`src/rtl/fetch_unit.sv`:
```
// fetch_unit: in-order instruction fetch with at most two requests in flight, a 2-entry response FIFO
// and branch redirect with drop counting. Define FETCH_PERF_CNT_EN to add the StallCnt/RedirCnt counters.
module fetch_unit #(
    parameter int unsigned       SIZE     = 48,
    parameter int unsigned       ADDR_W   = 32,
    parameter int unsigned       PC_INC   = 6,
    parameter logic [ADDR_W-1:0] RESET_PC = '0
) (
    input  logic              CLK,
    input  logic              RST,
    input  logic              StallF,
    input  logic              BranchTakenE,
    input  logic [ADDR_W-1:0] PCTargetE,
    output logic              IMemReq,
    output logic [ADDR_W-1:0] IMemAddr,
    input  logic              IMemGnt,
    input  logic              IMemRValid,
    input  logic [SIZE-1:0]   IMemRData,
    output logic [SIZE-1:0]   InstrF,
    output logic [ADDR_W-1:0] PCF,
    output logic              ValidF
`ifdef FETCH_PERF_CNT_EN
    ,
    output logic [31:0]       StallCnt,
    output logic [31:0]       RedirCnt
`endif
);

    localparam int unsigned CNT_W  = 2;
    localparam int unsigned SUM_W  = CNT_W + 1;
    localparam int unsigned PERF_W = 32;

    typedef enum logic [1:0] {
        S_IDLE     = 2'd0,
        S_RUN      = 2'd1,
        S_REDIRECT = 2'd2
    } state_t;

    state_t            r_state;
    state_t            w_state_nxt;
    logic [ADDR_W-1:0] r_addr;
    logic [ADDR_W-1:0] r_resp_pc;
    logic [ADDR_W-1:0] r_pc;
    logic [SIZE-1:0]   r_instr;
    logic              r_valid;
    logic [CNT_W-1:0]  r_out;
    logic [CNT_W-1:0]  r_drop;
    logic [CNT_W-1:0]  r_cnt;
    logic [CNT_W-1:0]  w_out_nxt;
    logic              r_wptr;
    logic              r_rptr;
    logic [SIZE-1:0]   r_fifo_data [2];
    logic [ADDR_W-1:0] r_fifo_pc   [2];
    logic              w_branch;
    logic              w_acc;
    logic              w_keep;
    logic              w_pop;
    logic              w_bypass;
    logic              w_push;
    logic              w_room;

    // Responses are only kept in RUN and never in the cycle a redirect is taken
    assign w_branch  = BranchTakenE && (r_state != S_IDLE);
    assign w_acc     = IMemReq && IMemGnt;
    assign w_keep    = IMemRValid && (r_state == S_RUN) && !w_branch;
    assign w_pop     = !StallF && (r_cnt != '0);
    assign w_bypass  = !StallF && (r_cnt == '0) && w_keep;
    assign w_push    = w_keep && !w_bypass;
    assign w_out_nxt = r_out + CNT_W'(w_acc) - CNT_W'(IMemRValid);
    assign w_room    = (SUM_W'(r_out) + SUM_W'(r_cnt)) < SUM_W'(2);

    always_ff @(posedge CLK) begin
        if (RST) begin
            r_state <= S_IDLE;
        end else begin
            r_state <= w_state_nxt;
        end
    end

    always_comb begin
        w_state_nxt = r_state;
        case (r_state)
            S_IDLE:     w_state_nxt = S_RUN;
            S_RUN:      if (w_branch) w_state_nxt = S_REDIRECT;
            S_REDIRECT: if (!w_branch && w_acc) w_state_nxt = S_RUN;
            default:    w_state_nxt = S_IDLE;
        endcase
    end

    // Fetch only while in-flight plus buffered leaves room; after a redirect wait for all drops
    always_comb begin
        IMemReq = 1'b0;
        case (r_state)
            S_RUN:      IMemReq = w_room;
            S_REDIRECT: IMemReq = w_room && (r_drop == '0);
            default:    IMemReq = 1'b0;
        endcase
    end

    always_ff @(posedge CLK) begin
        if (RST) begin
            r_addr    <= RESET_PC;
            r_resp_pc <= RESET_PC;
            r_out     <= '0;
            r_drop    <= '0;
            r_cnt     <= '0;
            r_wptr    <= 1'b0;
            r_rptr    <= 1'b0;
            r_instr   <= '0;
            r_pc      <= '0;
            r_valid   <= 1'b0;
        end else begin
            r_out <= w_out_nxt;
            if (w_branch) begin
                r_addr    <= PCTargetE;
                r_resp_pc <= PCTargetE;
                r_drop    <= w_out_nxt;
                r_cnt     <= '0;
                r_wptr    <= 1'b0;
                r_rptr    <= 1'b0;
                r_instr   <= '0;
                r_valid   <= 1'b0;
            end else begin
                if (w_acc) r_addr <= r_addr + ADDR_W'(PC_INC);
                if (w_keep) r_resp_pc <= r_resp_pc + ADDR_W'(PC_INC);
                if ((r_state == S_REDIRECT) && IMemRValid && (r_drop != '0)) begin
                    r_drop <= r_drop - CNT_W'(1);
                end
                if (w_push) r_wptr <= ~r_wptr;
                if (w_pop) r_rptr <= ~r_rptr;
                r_cnt <= r_cnt + CNT_W'(w_push) - CNT_W'(w_pop);
                if (!StallF) begin
                    if (w_pop) begin
                        r_instr <= r_fifo_data[r_rptr];
                        r_pc    <= r_fifo_pc[r_rptr];
                        r_valid <= 1'b1;
                    end else if (w_bypass) begin
                        r_instr <= IMemRData;
                        r_pc    <= r_resp_pc;
                        r_valid <= 1'b1;
                    end else begin
                        r_instr <= '0;
                        r_valid <= 1'b0;
                    end
                end
            end
        end
    end

    always_ff @(posedge CLK) begin
        if (w_push) begin
            r_fifo_data[r_wptr] <= IMemRData;
            r_fifo_pc[r_wptr]   <= r_resp_pc;
        end
    end

    assign IMemAddr = r_addr;
    assign InstrF   = r_instr;
    assign PCF      = r_pc;
    assign ValidF   = r_valid;

`ifdef FETCH_PERF_CNT_EN
    logic [PERF_W-1:0] r_stall_cnt;
    logic [PERF_W-1:0] r_redir_cnt;

    // Saturating event counters
    always_ff @(posedge CLK) begin
        if (RST) begin
            r_stall_cnt <= '0;
            r_redir_cnt <= '0;
        end else begin
            if (StallF && r_valid && (r_stall_cnt != '1)) r_stall_cnt <= r_stall_cnt + PERF_W'(1);
            if (w_branch && (r_redir_cnt != '1)) r_redir_cnt <= r_redir_cnt + PERF_W'(1);
        end
    end

    assign StallCnt = r_stall_cnt;
    assign RedirCnt = r_redir_cnt;
`endif

endmodule

```
`config.mk`:
```
export PLATFORM = sky130hd
export DESIGN_NAME = fetch_unit
export DESIGN_NICKNAME = d
export VERILOG_FILES = /design/src/rtl/fetch_unit.sv
export SDC_FILE = /design/constraint.sdc
export NUM_CORES = 1
export LEC_CHECK = 0
export CAP_MARGIN = 20
export CORE_UTILIZATION = 55
export DETAILED_ROUTE_END_ITERATION = 10
export GPL_TIMING_DRIVEN = 0
export HOLD_SLACK_MARGIN = 0.12
export PLACE_DENSITY_LB_ADDON = 0.25
export SYNTH_ARGS = -nofsm -noshare
export SYNTH_HDL_FRONTEND = slang
export SYNTH_SLANG_ARGS = --single-unit
```
`constraint.sdc`:
```
create_clock -name CLK -period 10.14 [get_ports CLK]
set_input_delay 2.028 -clock CLK [delete_from_list [all_inputs] [get_ports CLK]]
set_output_delay 2.028 -clock CLK [all_outputs]
set_load 0.03 [all_outputs]
```
==> impl_results.rst, run 1 <==
.. list-table::
   :header-rows: 1

   * - Metric
     - Value
   * - Count of placed standard cells in the final layout, fillers left out
     - 1683
   * - Setup violations, final
     - 0
   * - Post-Syn Area per Cell
     - 11.8 µm²
   * - Die width
     - 156 µm
   * - Drt drc
     - 0
   * - Largest net degree at the start of global routing
     - 29
   * - Largest buffer count on any clock path
     - 3
   * - FP Rows
     - 55
   * - Via count of the first global-routing pass
     - 9535
   * - Final hold vios
     - 0
   * - Number of setup buffers added after CTS
     - 0
   * - First-pass GRT wire length
     - 50.4 mm
   * - Total via count in the routed design
     - 9727
   * - Setup TNS
     - 0 ns
   * - GR Layer Usage met1
     - 0.350
   * - Internal portion of total power
     - 2.51 mW
   * - Number of placed cells counting well taps
     - 1626
   * - Number of synthesized register bits
     - 315
   * - Clock tree from TritonCTS
     - yes
   * - Net total in the final layout
     - 1444
   * - Worst stage delay on the critical path
     - 0.68 ns
   * - Clock Power Share
     - 0.293
   * - Element type at the critical path end
     - output pin
   * - Yosys synthesis warning count
     - 0
   * - Total iterations of the first detailed-routing run
     - 5
   * - RePlAce Congestion
     - 0.928
   * - Buffer type at the clock tree root
     - sky130_fd_sc_hd__clkbuf_16
   * - Routed vias/inst
     - 5.78
   * - Switching share of total power
     - 0.319
   * - Biggest fanout along the worst timing path
     - 5
   * - Worst max-slew margin expressed relative to the limit
     - 0.402
   * - Die footprint
     - 0.0243 mm²
   * - Cell type of the slowest stage on the worst timing path
     - sky130_fd_sc_hd__clkdlybuf4s50_1
   * - Type of the tightest min-delay check
     - reg -> reg
   * - Antenna diode instance count
     - 0
   * - Clock transition at the register clock pins on the worst setup and hold paths after CTS
     - 0.06 ns
   * - Per-cell routed wire length
     - 19.2 µm
   * - Number of placed I/O pins
     - 200
   * - Residual overflow from global routing
     - 0
   * - Initial Util
     - 0.569
   * - Buffers and inverters on the worst path
     - 1
   * - Clock latency on the worst-skew pair
     - 0.55 ns
   * - CTS Hold Bufs
     - 0
   * - GR Util met3
     - 0.0431
   * - Half-perimeter wire length after detailed placement
     - 22.5 mm
   * - Family with the most delay on the worst path
     - simple AND/OR/NAND/NOR gates
   * - Antenna violations before repair
     - 2
   * - Worst VDD drop
     - 0.132 mV
   * - Most congested layer reported by global routing
     - met2
   * - Leak
     - 5.41 nW
   * - Clock Sink Count
     - 315
   * - Critical path cell sequence
     - and2_1 -> fa_1 -> or3b_4 -> nor2_1 -> clkdlybuf4s50_1
   * - Commonest cells after routing, fill and taps aside
     - sky130_fd_sc_hd__clkdlybuf4s50_1, sky130_fd_sc_hd__edfxtp_1, sky130_fd_sc_hd__dfxtp_1, sky130_fd_sc_hd__nor2_1, sky130_fd_sc_hd__a21oi_1
   * - Data required time at the worst endpoint
     - 8.11 ns
   * - Area growth from synthesis to layout
     - 26.6%
   * - Commonest non-fill, non-tap cell in the layout
     - sky130_fd_sc_hd__clkdlybuf4s50_1
   * - Min cycle time layout
     - 4.88 ns
   * - Ratio of final minimum period to clock period
     - 0.481
   * - Share of power burned in combinational logic
     - 0.268
   * - Number of nets produced by synthesis
     - 1207
   * - Worst Tran Pin Value
     - 0.888 ns
   * - Core footprint
     - 0.0229 mm²
   * - Count of input and output buffers
     - 198
   * - Worst Setup Start Kind
     - register
   * - Antenna-violating nets left
     - 0
   * - Switching power
     - 1.17 mW
   * - Resize count post-CTS
     - 0
   * - GRT Overall Usage
     - 0.264
   * - Vertical die dimension
     - 156 µm
   * - Pins Over Slew Limit
     - 0
   * - Crit path kind
     - reg -> out
   * - Final hold slack
     - 0.485 ns
   * - Data arrival time of the critical path
     - 2.85 ns
   * - Sequential-to-total area share from yosys stat
     - 0.606
   * - Global-route track usage on met2
     - 0.449
   * - Reported max-cap violation count
     - 0
   * - Number of library cell types mapped by synthesis
     - 48
   * - First DRT Iteration DRCs
     - 650
   * - Synthesized instance count
     - 1109
   * - Async set-or-reset flop fraction in the synthesized netlist
     - 0
   * - Status
     - complete, no violations
   * - Cell Pwr Density
     - 223 mW/mm²
   * - RSZ-0062 raised after global routing
     - false
   * - Maximum level of the CTS H-tree
     - 1
   * - Setup Skew
     - 0.0117 ns
   * - Number of enable flip-flop cells after synthesis
     - 160
   * - Fmax
     - 205 MHz
   * - TritonCTS Buffers
     - 31
   * - Final wirelength
     - 32.4 mm
   * - Main flop type after synthesis
     - sky130_fd_sc_hd__edfxtp_1
   * - Power share of the sequential group
     - 0.439
   * - Fraction of final layout cells sized beyond drive strength 1
     - 0.0766
   * - Combined area of all synthesized cells
     - 0.0130 mm²
-- Yosys cell counts, drive strengths merged (2+ instances only) --
cell type,count,area share
edfxtp,160,0.37
dfxtp,155,0.24
nor2,92,0.026
a21oi,90,0.035
clkbuf,68,0.020
nor3,60,0.023
nor2b,51,0.024
a221oi,48,0.032
mux2,48,0.041
a211oi,33,0.019
mux2i,33,0.025
o21bai,30,0.017
xnor2,30,0.020
xor2,27,0.018
nand4,23,0.011
nand3,20,0.0077
nand2,19,0.0055
inv,17,0.0049
o21ai,13,0.0050
or3,12,0.0058
ha,11,0.011
a31oi,10,0.0048
and3,10,0.0048
and4,9,0.0060
buf,9,0.0036
nor4,8,0.0071
nand2b,4,0.0019
and2,3,0.0014
nor3b,2,0.0012
nor4b,2,0.0018
-- kinds of logic after synthesis --
kind of cell    share of synthesized area
flops                               0.606
mux                                0.0668
simple gates                        0.131
compound gates                      0.117
xor+xnor                           0.0383
fa+ha+maj                          0.0121
buf+inv                            0.0281
-- power groups by stage --
stage | registers [mW] | clock network, mW | logic, mW
after detailed placement | 1.64 | 0 | 0.977
after CTS | 1.61 | 1.09 | 0.985
final | 1.62 | 1.08 | 0.985
after floorplan | 1.73 | 0 | 0.514
after global placement | 1.64 | 0 | 0.949
after global routing | 1.63 | 1.14 | 1.06
-- sequential cells by signal, summed over array words and instances, names as in the netlist, named ones only --
register	flops
r_rptr	1
InstrF	48
r_fifo_pc	64
r_state	2
r_cnt	2
IMemAddr	32
PCF	32
ValidF	1
r_wptr	1
r_resp_pc	31
r_fifo_data	96
r_out	2
r_drop	2
-- per-layer routing --
metal	vias to the layer above	routed length, µm
li1	4604	-
met1	4692	14000
met2	375	15500
met3	52	2150
met4	4	642
met5	-	23
-- stage by stage --
stage	power, mW	worst slack, ns	instance area [µm²]	util
2_1_floorplan	2.25	3.74	13000	-
3_3_place_gp	2.59	0.838	15400	0.673
3_5_place_dp	2.61	5.35	15600	0.679
4_1_cts	3.68	5.26	16500	0.720
5_1_grt	3.83	5.16	16500	0.720
6_report	3.68	5.26	16500	0.720
-- area by class of cell --
class / instances / area (µm²)
Timing Repair Buffer: 204 / 2110
Fill cell: 1649 / 6410
Inverter: 17 / 63.8
Tap cell: 313 / 392
Sequential cell: 315 / 7910
Multi-Input combinational cell: 700 / 4790
Clock inverter: 16 / 115
Buffer: 77 / 303
Clock buffer: 41 / 833
-- worst paths after layout --
path / startpoint / to / slack (ns) / depth (start not counted)
min reg2reg: PCF[16] / PCF[16] / 0.48 / 2
max: r_cnt[0] / IMemReq / 5.26 / 5
min: PCF[16] / PCF[16] / 0.48 / 2
max reg2reg: r_cnt[0] / r_drop[1] / 6.96 / 14
-- worst register-to-register path, delay by kind of cell (launching register included) --
kind                       cells  cell delay [ns]
xor gates and xnor gates       2             0.35
DFF                            1             0.44
and+or+nand+nor                5             0.73
AOI/OAI and AO/OA              1             0.15
buffers and inverters          3             0.47
adders and majority gates      3             0.93
No activity file was read; power rests on OpenSTA's default activity.
==> run 2, diff against run 1 <==
Settings changed: CORE_UTILIZATION 55 to 54.
Clock period 10.14 ns to 5.1 ns, I/O delays scaled along.
==> impl_results.rst, run 2 (synthesized netlist as in run 1, its figures left out) <==
.. list-table::
   :header-rows: 1

   * - Metric
     - Value
   * - Setup TNS
     - 0 ns
   * - GRT Overall Usage
     - 0.263
   * - Number of setup buffers added after CTS
     - 0
   * - RePlAce Congestion
     - 0.887
   * - First DRT Iteration DRCs
     - 664
   * - Die width
     - 157 µm
   * - Ratio of final minimum period to clock period
     - 0.765
   * - Total via count in the routed design
     - 9783
   * - Net total in the final layout
     - 1442
   * - Routed vias/inst
     - 5.79
   * - Biggest fanout along the worst timing path
     - 5
   * - Drt drc
     - 0
   * - Fmax
     - 256 MHz
   * - Flip-flop count of the largest register after layout
     - 96
   * - First-pass GRT wire length
     - 50.9 mm
   * - Half-perimeter wire length after detailed placement
     - 22.4 mm
   * - Worst stage delay on the critical path
     - 0.69 ns
   * - Resize count post-CTS
     - 0
   * - Clock Sink Count
     - 315
   * - Number of filler instances in the final layout
     - 1678
   * - Vertical die dimension
     - 157 µm
   * - Element type at the critical path end
     - output pin
   * - Min cycle time layout
     - 3.90 ns
   * - Buffer type at the clock tree root
     - sky130_fd_sc_hd__clkbuf_16
   * - Cell type of the slowest stage on the worst timing path
     - sky130_fd_sc_hd__clkdlybuf4s50_1
   * - Final wirelength
     - 32.2 mm
   * - Fraction of final layout cells sized beyond drive strength 1
     - 0.0847
   * - Worst Setup Start Kind
     - register
   * - RSZ-0062 raised after global routing
     - false
   * - Clock transition at the register clock pins on the worst setup and hold paths after CTS
     - 0.06 ns
   * - Cell Pwr Density
     - 451 mW/mm²
   * - Leak
     - 5.45 nW
   * - Reported max-cap violation count
     - 0
   * - Commonest cells after routing, fill and taps aside
     - sky130_fd_sc_hd__clkdlybuf4s50_1, sky130_fd_sc_hd__edfxtp_1, sky130_fd_sc_hd__dfxtp_1, sky130_fd_sc_hd__nor2_1, sky130_fd_sc_hd__a21oi_1
   * - Antenna-violating nets left
     - 0
   * - Area growth from synthesis to layout
     - 27.0%
   * - Via count of the first global-routing pass
     - 9762
   * - Maximum level of the CTS H-tree
     - 1
   * - Register Area
     - 0.00791 mm²
   * - Die footprint
     - 0.0248 mm²
   * - Pins Over Slew Limit
     - 0
   * - Clock latency on the worst-skew pair
     - 0.56 ns
   * - Largest buffer count on any clock path
     - 3
   * - Clock tree from TritonCTS
     - yes
   * - FP Rows
     - 56
   * - Status
     - complete, no violations
   * - Commonest non-fill, non-tap cell in the layout
     - sky130_fd_sc_hd__clkdlybuf4s50_1
   * - Multi-input combinational cell area
     - 0.00479 mm²
   * - Finished Core Util
     - 0.701
   * - TritonCTS Buffers
     - 31
   * - Setup Skew
     - 0.0172 ns
   * - Initial Util
     - 0.552
   * - Worst max-slew margin expressed relative to the limit
     - 0.357
   * - Worst VDD drop
     - 0.241 mV
   * - Setup violations, final
     - 0
   * - CTS Hold Bufs
     - 0
   * - Count of input and output buffers
     - 198
   * - Type of the tightest min-delay check
     - reg -> reg
   * - Final hold vios
     - 0
   * - Worst Tran Pin Value
     - 0.954 ns
   * - Critical path cell sequence
     - and2_1 -> fa_1 -> or3b_4 -> nor2_1 -> clkdlybuf4s50_1
   * - Data required time at the worst endpoint
     - 4.08 ns
   * - Antenna violations before repair
     - 0
   * - Placement-stage worst setup slack
     - 1.30 ns
   * - Data arrival time of the critical path
     - 2.88 ns
   * - Largest net degree at the start of global routing
     - 31
   * - Setup slack of the critical path after layout
     - 1.20 ns
   * - Total iterations of the first detailed-routing run
     - 5
   * - Largest reg by FF count
     - r_fifo_data
   * - Residual overflow from global routing
     - 0
   * - Number of placed I/O pins
     - 200
   * - Crit path kind
     - reg -> out
   * - Per-cell routed wire length
     - 19.1 µm
   * - Core footprint
     - 0.0236 mm²
[run 2: cell count changes in the layout (fill, tap and decap cells not counted), sizes merged]
cell    delta
inv        +1
diode      +1
buf        -2
clkinv     -3
clkbuf     +1
bufinv     +2
[run 2: path summary, 6_finish.rpt]
kind             from         to  slack, ns  depth (start not counted)
max          r_cnt[0]    IMemReq       1.20                          5
min            PCF[0]     PCF[0]       0.49                          2
min reg2reg    PCF[0]     PCF[0]       0.49                          2
max reg2reg  r_cnt[0]  r_drop[1]       1.85                         14
[run 2: cell type report]
cell class                 instances  share of cell area
clock buffer                      42              0.0517
clock inverter                    16              0.0110
buffer                            77              0.0183
tap                              319              0.0241
antenna                            1            0.000151
timing repair buffer             202               0.124
inverter                          17             0.00385
sequential                       315               0.477
multi-input combinational        700               0.289
[run 2: metal layers]
| metal | wire, µm | part of all wire | up-vias | global-route usage |
|---|---|---|---|---|
| met3 | 2370 | 0.074 | 64 | 0.0446 |
| met4 | 816 | 0.025 | 0 | 0.0828 |
| met5 | 0 | 0 | - | 0 |
| met2 | 15300 | 0.48 | 375 | 0.443 |
| met1 | 13700 | 0.43 | 4736 | 0.345 |
| li1 | - | - | 4608 | - |
[run 2: worst max-delay path: cells and delay by family, from the launching register on]
family,cells,cell delay [ns]
simple gates,3,0.76
fa+ha+maj,1,0.43
buf+inv,1,0.69
flops,1,0.45
[run 2: power by group]
part	leakage [nW]	internal (mW)	switching [mW]
clock network	0.521	1.38	0.937
logic	2.21	0.771	1.18
registers	2.73	2.97	0.246
[run 2: through the flow]
stage / cells / area (µm²) / power (mW) / hold WS (ns)
finish: 1689 / 16600 / 7.48 / 0.488
global route: 1688 / 16600 / 7.81 / 0.523
CTS: 1688 / 16600 / 7.50 / 0.496
detailed placement: 1630 / 15500 / 5.19 / 0.480
global placement: 1626 / 15400 / 5.15 / 0.465
floorplan: 1109 / 13000 / 4.46 / 0.452
